## config.mk

```make
export PLATFORM = sky130hd
export DESIGN_NAME = mme_ctrl
export DESIGN_NICKNAME = d
export VERILOG_FILES = /design/src/rtl/mme_pkg.sv /design/src/rtl/mme_ctrl.sv
export SDC_FILE = /design/constraint.sdc
export NUM_CORES = 1
export LEC_CHECK = 0
export BUFFER_PORTS_ARGS = -buffer_cell sky130_fd_sc_hd__buf_4
export CORE_MARGIN = 2
export CORE_UTILIZATION = 52
export CTS_CLUSTER_SIZE = 10
export DETAILED_ROUTE_END_ITERATION = 10
export PLACE_DENSITY = 0.84
export SLEW_MARGIN = 20
export SYNTH_ARGS = -nofsm -noshare
export SYNTH_HDL_FRONTEND = slang
export SYNTH_SLANG_ARGS = --single-unit
```

## constraint.sdc

```tcl
create_clock -name clk -period 4.5 [get_ports clk]
set_input_delay 0.225 -clock clk [delete_from_list [all_inputs] [get_ports clk]]
set_output_delay 0.225 -clock clk [all_outputs]
set_load 0.01 [all_outputs]
```

## src/rtl/mme_pkg.sv

```systemverilog
// Shared types and constants for the matrix-multiply engine sequencing controller.
package mme_pkg;

  typedef enum logic [2:0] {
    S_IDLE      = 3'd0,
    S_RD_A      = 3'd1,
    S_RD_B      = 3'd2,
    S_RD_WAIT   = 3'd3,
    S_COMP      = 3'd4,
    S_COMP_WAIT = 3'd5,
    S_WR        = 3'd6,
    S_WR_WAIT   = 3'd7
  } mme_ctrl_state_t;

  localparam int TILE      = 4;
  localparam int BLK_WORDS = TILE * TILE;
  localparam int BLK_BYTES = BLK_WORDS * 4;
  localparam int BLK_SHIFT = $clog2(BLK_BYTES);
  localparam logic [7:0] BURST_LEN = 8'd15;

  // APB register map of the engine
  localparam logic [11:0] REG_MME_CMD    = 12'h100;
  localparam logic [11:0] REG_MAT_CFG    = 12'h200;
  localparam logic [11:0] REG_MAT_A_ADDR = 12'h204;
  localparam logic [11:0] REG_MAT_B_ADDR = 12'h208;
  localparam logic [11:0] REG_MAT_C_ADDR = 12'h20C;
  localparam logic [11:0] REG_MME_STATUS = 12'h210;
  localparam logic [11:0] REG_MME_PERF   = 12'h214;

endpackage

```

## src/rtl/mme_ctrl.sv

```systemverilog
// Chunked A(4xW)*B(Wx4) job sequencer: block reads, MAC trigger, single C write.
// Optional cycle counter output enabled with `define MME_PERF_CNT_EN.
//
// state       | meaning
// IDLE        | waiting for start; config latched on start
// RD_A        | presenting read request for A block of current chunk
// RD_B        | presenting read request for B block of current chunk
// RD_WAIT     | waiting until both blocks have landed
// COMP        | one-cycle array start (clear on chunk 0)
// COMP_WAIT   | waiting for array to finish the chunk
// WR          | presenting 16-word write request for C
// WR_WAIT     | waiting for final write response
module mme_ctrl
  import mme_pkg::*;
#(
  parameter int ADDR_W    = 32,
  parameter int WIDTH_W   = 8,
  parameter int MAX_WIDTH = 64
) (
  input  logic              clk,
  input  logic              rst_n,
  input  logic              start_i,
  input  logic [WIDTH_W-1:0] mat_width_i,
  input  logic [ADDR_W-1:0] a_addr_i,
  input  logic [ADDR_W-1:0] b_addr_i,
  input  logic [ADDR_W-1:0] c_addr_i,
  output logic              busy_o,
  output logic              done_o,
  output logic              err_o,
  output logic              rd_req_valid_o,
  input  logic              rd_req_ready_i,
  output logic [ADDR_W-1:0] rd_req_addr_o,
  output logic [7:0]        rd_req_len_o,
  output logic              rd_req_sel_o,
  input  logic              rd_done_i,
  output logic              arr_start_o,
  output logic              arr_clr_o,
  input  logic              arr_done_i,
  output logic              wr_req_valid_o,
  input  logic              wr_req_ready_i,
  output logic [ADDR_W-1:0] wr_req_addr_o,
  output logic [7:0]        wr_req_len_o,
  input  logic              wr_done_i
`ifdef MME_PERF_CNT_EN
  ,
  output logic [31:0]       cycle_cnt_o
`endif
);

  localparam int CW = WIDTH_W - 2;
  localparam logic [WIDTH_W-1:0] MAX_W = WIDTH_W'(MAX_WIDTH);

  mme_ctrl_state_t   state_q, state_d;
  logic [CW-1:0]     chunk_q, chunk_d, nchunk_q, nchunk_d;
  logic [1:0]        rd_cnt_q, rd_cnt_d, rd_cnt_inc;
  logic [ADDR_W-1:0] a_base_q, a_base_d, b_base_q, b_base_d, c_base_q, c_base_d;
  logic              done_q, done_d, err_q, err_d;
  logic              width_ok;
  logic [ADDR_W-1:0] chunk_off;

  assign width_ok   = (mat_width_i != '0) && (mat_width_i[1:0] == 2'b00) && (mat_width_i <= MAX_W);
  assign rd_cnt_inc = rd_cnt_q + {1'b0, rd_done_i};
  assign chunk_off  = {{(ADDR_W-CW){1'b0}}, chunk_q} << BLK_SHIFT;

  always_ff @(posedge clk or negedge rst_n) begin
    if (!rst_n) begin
      state_q  <= S_IDLE;
      chunk_q  <= '0;
      nchunk_q <= '0;
      rd_cnt_q <= '0;
      a_base_q <= '0;
      b_base_q <= '0;
      c_base_q <= '0;
      done_q   <= 1'b0;
      err_q    <= 1'b0;
    end else begin
      state_q  <= state_d;
      chunk_q  <= chunk_d;
      nchunk_q <= nchunk_d;
      rd_cnt_q <= rd_cnt_d;
      a_base_q <= a_base_d;
      b_base_q <= b_base_d;
      c_base_q <= c_base_d;
      done_q   <= done_d;
      err_q    <= err_d;
    end
  end

  always_comb begin
    state_d  = state_q;
    chunk_d  = chunk_q;
    nchunk_d = nchunk_q;
    rd_cnt_d = rd_cnt_q;
    a_base_d = a_base_q;
    b_base_d = b_base_q;
    c_base_d = c_base_q;
    done_d   = done_q;
    err_d    = err_q;
    unique case (state_q)
      S_IDLE: begin
        if (start_i) begin
          a_base_d = a_addr_i;
          b_base_d = b_addr_i;
          c_base_d = c_addr_i;
          chunk_d  = '0;
          nchunk_d = mat_width_i[WIDTH_W-1:2];
          rd_cnt_d = '0;
          done_d   = !width_ok;
          err_d    = !width_ok;
          if (width_ok) state_d = S_RD_A;
        end
      end
      // rd_done pulses may land while the second request is still pending
      S_RD_A: begin
        rd_cnt_d = rd_cnt_inc;
        if (rd_req_ready_i) state_d = S_RD_B;
      end
      S_RD_B: begin
        rd_cnt_d = rd_cnt_inc;
        if (rd_req_ready_i) state_d = S_RD_WAIT;
      end
      S_RD_WAIT: begin
        if (rd_cnt_inc == 2'd2) begin
          rd_cnt_d = '0;
          state_d  = S_COMP;
        end else begin
          rd_cnt_d = rd_cnt_inc;
        end
      end
      S_COMP: state_d = S_COMP_WAIT;
      S_COMP_WAIT: begin
        if (arr_done_i) begin
          chunk_d = chunk_q + CW'(1);
          state_d = (chunk_q + CW'(1) == nchunk_q) ? S_WR : S_RD_A;
        end
      end
      S_WR: if (wr_req_ready_i) state_d = S_WR_WAIT;
      S_WR_WAIT: begin
        if (wr_done_i) begin
          done_d  = 1'b1;
          state_d = S_IDLE;
        end
      end
      default: state_d = S_IDLE;
    endcase
  end

  always_comb begin
    rd_req_valid_o = 1'b0;
    rd_req_addr_o  = '0;
    rd_req_len_o   = '0;
    rd_req_sel_o   = 1'b0;
    arr_start_o    = 1'b0;
    arr_clr_o      = 1'b0;
    wr_req_valid_o = 1'b0;
    wr_req_addr_o  = '0;
    wr_req_len_o   = '0;
    unique case (state_q)
      S_RD_A: begin
        rd_req_valid_o = 1'b1;
        rd_req_addr_o  = a_base_q + chunk_off;
        rd_req_len_o   = BURST_LEN;
      end
      S_RD_B: begin
        rd_req_valid_o = 1'b1;
        rd_req_addr_o  = b_base_q + chunk_off;
        rd_req_len_o   = BURST_LEN;
        rd_req_sel_o   = 1'b1;
      end
      S_COMP: begin
        arr_start_o = 1'b1;
        arr_clr_o   = (chunk_q == '0);
      end
      S_WR: begin
        wr_req_valid_o = 1'b1;
        wr_req_addr_o  = c_base_q;
        wr_req_len_o   = BURST_LEN;
      end
      default: ;
    endcase
  end

  assign busy_o = (state_q != S_IDLE);
  assign done_o = done_q;
  assign err_o  = err_q;

`ifdef MME_PERF_CNT_EN
  logic [31:0] cycle_cnt_q;

  always_ff @(posedge clk or negedge rst_n) begin
    if (!rst_n) begin
      cycle_cnt_q <= '0;
    end else if (state_q == S_IDLE && start_i) begin
      cycle_cnt_q <= '0;
    end else if (busy_o && cycle_cnt_q != 32'hFFFF_FFFF) begin
      cycle_cnt_q <= cycle_cnt_q + 32'd1;
    end
  end

  assign cycle_cnt_o = cycle_cnt_q;
`endif

endmodule

```

==> metrics.cfg <==
[worst_setup_path]
cp.required_ns = 4.28
crit_path_start_kind = flop
end_kind = output pin
crit_chain = or3b_1 -> buf_4 -> nand2_1 -> nand2_1 -> ha_1 -> fa_1 -> a211oi_1 -> o21bai_1 -> a21o_1 -> and3_1 -> xnor2_1 -> o22ai_1 -> buf_4
cp_num_cells = 13
crit_slowest_cell = dfrtp_1
path_buf_inv = 2
r2r_cells = 4
cpPeakStageDelay_ns = 0.58
critPathTopFamily = compound AO/OA/AOI/OAI gates
critPathMaxFanout = 22
cp.arrival_ns = 3.95
crit_type = reg2out
startpoint = state_q[1]
r2r_start = state_q[0]

[placed_design]
place_area_um2 = 7830
hpwl_um = 12000
port_buffers = 191
gp_congestion = 0.924
dp_cells = 903
place_ws_ns = 0.789

[pwr]
p_clk_share_pct = 22.4
p_int_mw = 3.71
ir_drop_mv = 0.368
switching_share_pct = 36.5
seqPwrFrac_pct = 33.2
pwr-share-comb_pct = 44.4
p_leak_nw = 3.91
power-per-cell-area_nw_per_um2 = 696
switching_power_mw = 2.13

[global_route]
gr-total-overflow = 0
grt.total_usage_pct = 26.2
grt_pass1_vias = 5313
grt_max_degree = 83
grt_first_pass_wirelength_um = 26600
antenna_found_initial = 0

[min_path]
min_from = a_addr_i[18]
hp-class = in2reg
whs_path_depth = 3

[cts]
clock_path_buffers = 2
cts_resized = 0
clkTransAtPathRegs_ns = 0.05
post-cts-setup-buffers = 0
hold_buffers = 1
cts.sinks = 115
insertion_delay_ns = 0.42
htreeDepth = 4
clockRootBuffer = clkbuf_16
cts_tree = yes
tritoncts.num_buffers = 17

[die]
die_w_um = 115
io_pins = 200
rows = 40
dieArea_um2 = 13100
die_y_um = 115
start_util_pct = 53.1
core_area_um2 = 12000

[timing]
fmax_mhz = 240
min_period_ns = 4.17
fin_ws_ns = 0.327
timing.max_slew.rel_slack_pct = 37.5
finClkSkew_ns = 0.00955
setup_violations = 0
post-route-period-util_pct = 92.7
hold_violations = 0
slew_violations = 0
fin_setup_tns_ns = 0
rsz0062_at_grt = no
worst_pin_slew_ns = 0.938

[synthesis]
synth_cells = 598
synth_cell_types = 53
ys.flop_type = dfrtp_1
synthArstFlopShare_pct = 100
yosysSeqAreaShare_pct = 45.3
yosys_warnings = 0
syn_area_um2 = 6350
synth_area_per_cell_um2 = 10.6
synth_edf_count = 0
ys_ff_latch = 115

[drt]
dr.pass1.iters = 5
dr_total_vias = 5226
vias_per_cell = 5.60
drt_iter0_markers = 380
routed_wl_um = 16500
wire_per_inst_um = 17.7
post-route-drc-count = 0
ant_nets = 0

[cells_and_area]
area_delta_synth_final_pct = 32.3
nets = 898
antenna_cells = 0
fin_util_pct = 70.3
fin_cells = 934
layout-drive-gt1-share_pct = 42.9
mostFrequentLayoutCells = buf_4 (197), dfrtp_1 (115), mux2_2 (100), nand2_1 (59), and2_1 (36)
final_common_cell = buf_4
fillers = 834
stdcell_area_um2 = 8410

[status]
outcome = finished clean

[run]
maxCapViolCount = 0

metrics by stage:
step           hold WS (ns)  power, mW
2_1_floorplan       -0.0706       3.63
3_3_place_gp          0.415       4.40
3_5_place_dp          0.427       4.53
4_1_cts             0.00562       5.87
5_1_grt              0.0203       6.24
6_report             0.0104       5.85
kinds of logic after synthesis:
kind of cell	Yosys count	share of synthesized area [%]
compound gates	82	8.71
xor+xnor	42	5.79
fa+ha+maj	10	2.09
buf+inv	58	4.49
flops	115	45.3
mux	106	18.8
other cells	1	0.0590
simple gates	184	14.8
tightest hold or removal path, cell delays in order:
cell	delay [ns]
buf_4	0.08
nand2_1	0.03
o21ai_0	0.06
routing by layer:
metal / GRT usage [%] / wire (um) / share of wire, %
met1: 32.7 / 6580 / 40
met3: 9.32 / 1490 / 9.1
met5: 0 / 0 / 0
met2: 41.5 / 7890 / 48
met4: 11.0 / 523 / 3.2
path summary, 6_finish.rpt:
check	endpoint	slack, ns
min	a_base_q[18]	0.01
max reg2reg	c_base_q[13]	1.84
min reg2reg	c_base_q[1]	0.50
max in group asynchronous	a_base_q[5]	2.90
max	rd_req_addr_o[16]	0.33
min in group asynchronous	a_base_q[21]	0.48
sequential cells by signal (all words and copies together) (netlist names):
name	count
done_o	1
a_base_q	32
nchunk_q	6
c_base_q	32
b_base_q	32
err_o	1
chunk_q	6
rd_cnt_q	2
state_q	3
power groups by stage:
| stage | sequential (mW) | combinational (mW) | clock (mW) |
|---|---|---|---|
| 6_report | 1.94 | 2.60 | 1.31 |
| 3_3_place_gp | 1.91 | 2.49 | 0 |
| 3_5_place_dp | 1.95 | 2.59 | 0 |
| 2_1_floorplan | 1.81 | 1.82 | 0 |
| 5_1_grt | 2.01 | 2.84 | 1.38 |
| 4_1_cts | 1.94 | 2.60 | 1.32 |
cell usage after synthesis, types with 2 or more instances:
master       n  area share (%)
dfrtp_1    115              45
mux2_2     100              18
nand2_1     59             3.5
and2_1      36             3.5
nand3_1     27             2.1
nor2_1      25             1.5
xor2_1      25             3.4
clkbuf_1    24             1.4
o21ai_0     21             1.7
xnor2_1     17             2.3
buf_4       16             1.9
o22ai_1     14             1.4
inv_1       10            0.59
ha_1         9             1.8
o211ai_1     8            0.95
a22o_1       7            0.97
and3_1       6            0.59
nor3_1       6            0.47
a21oi_1      5            0.39
buf_2        5            0.39
nand4_1      5            0.49
o2111ai_1    5            0.69
a21o_1       4            0.47
mux2i_1      4            0.63
nand2b_1     4            0.39
o21ai_1      4            0.32
nor4_1       3            0.30
or2_2        3            0.30
or3_1        3            0.30
a211oi_1     2            0.24
buf_1        2            0.12
o31ai_1      2            0.24
or4_1        2            0.24
layout make-up:
type / instances / area [um^2] / area share, %
Multi-Input combinational cell: 432 / 3220 / 38.4
Sequential cell: 115 / 2880 / 34.2
Timing Repair Buffer: 199 / 1510 / 18.0
Clock buffer: 21 / 460 / 5.48
Tap cell: 147 / 184 / 2.19
Clock inverter: 9 / 108 / 1.28
Inverter: 11 / 42.5 / 0.506
(Power assumes the default switching activity.)
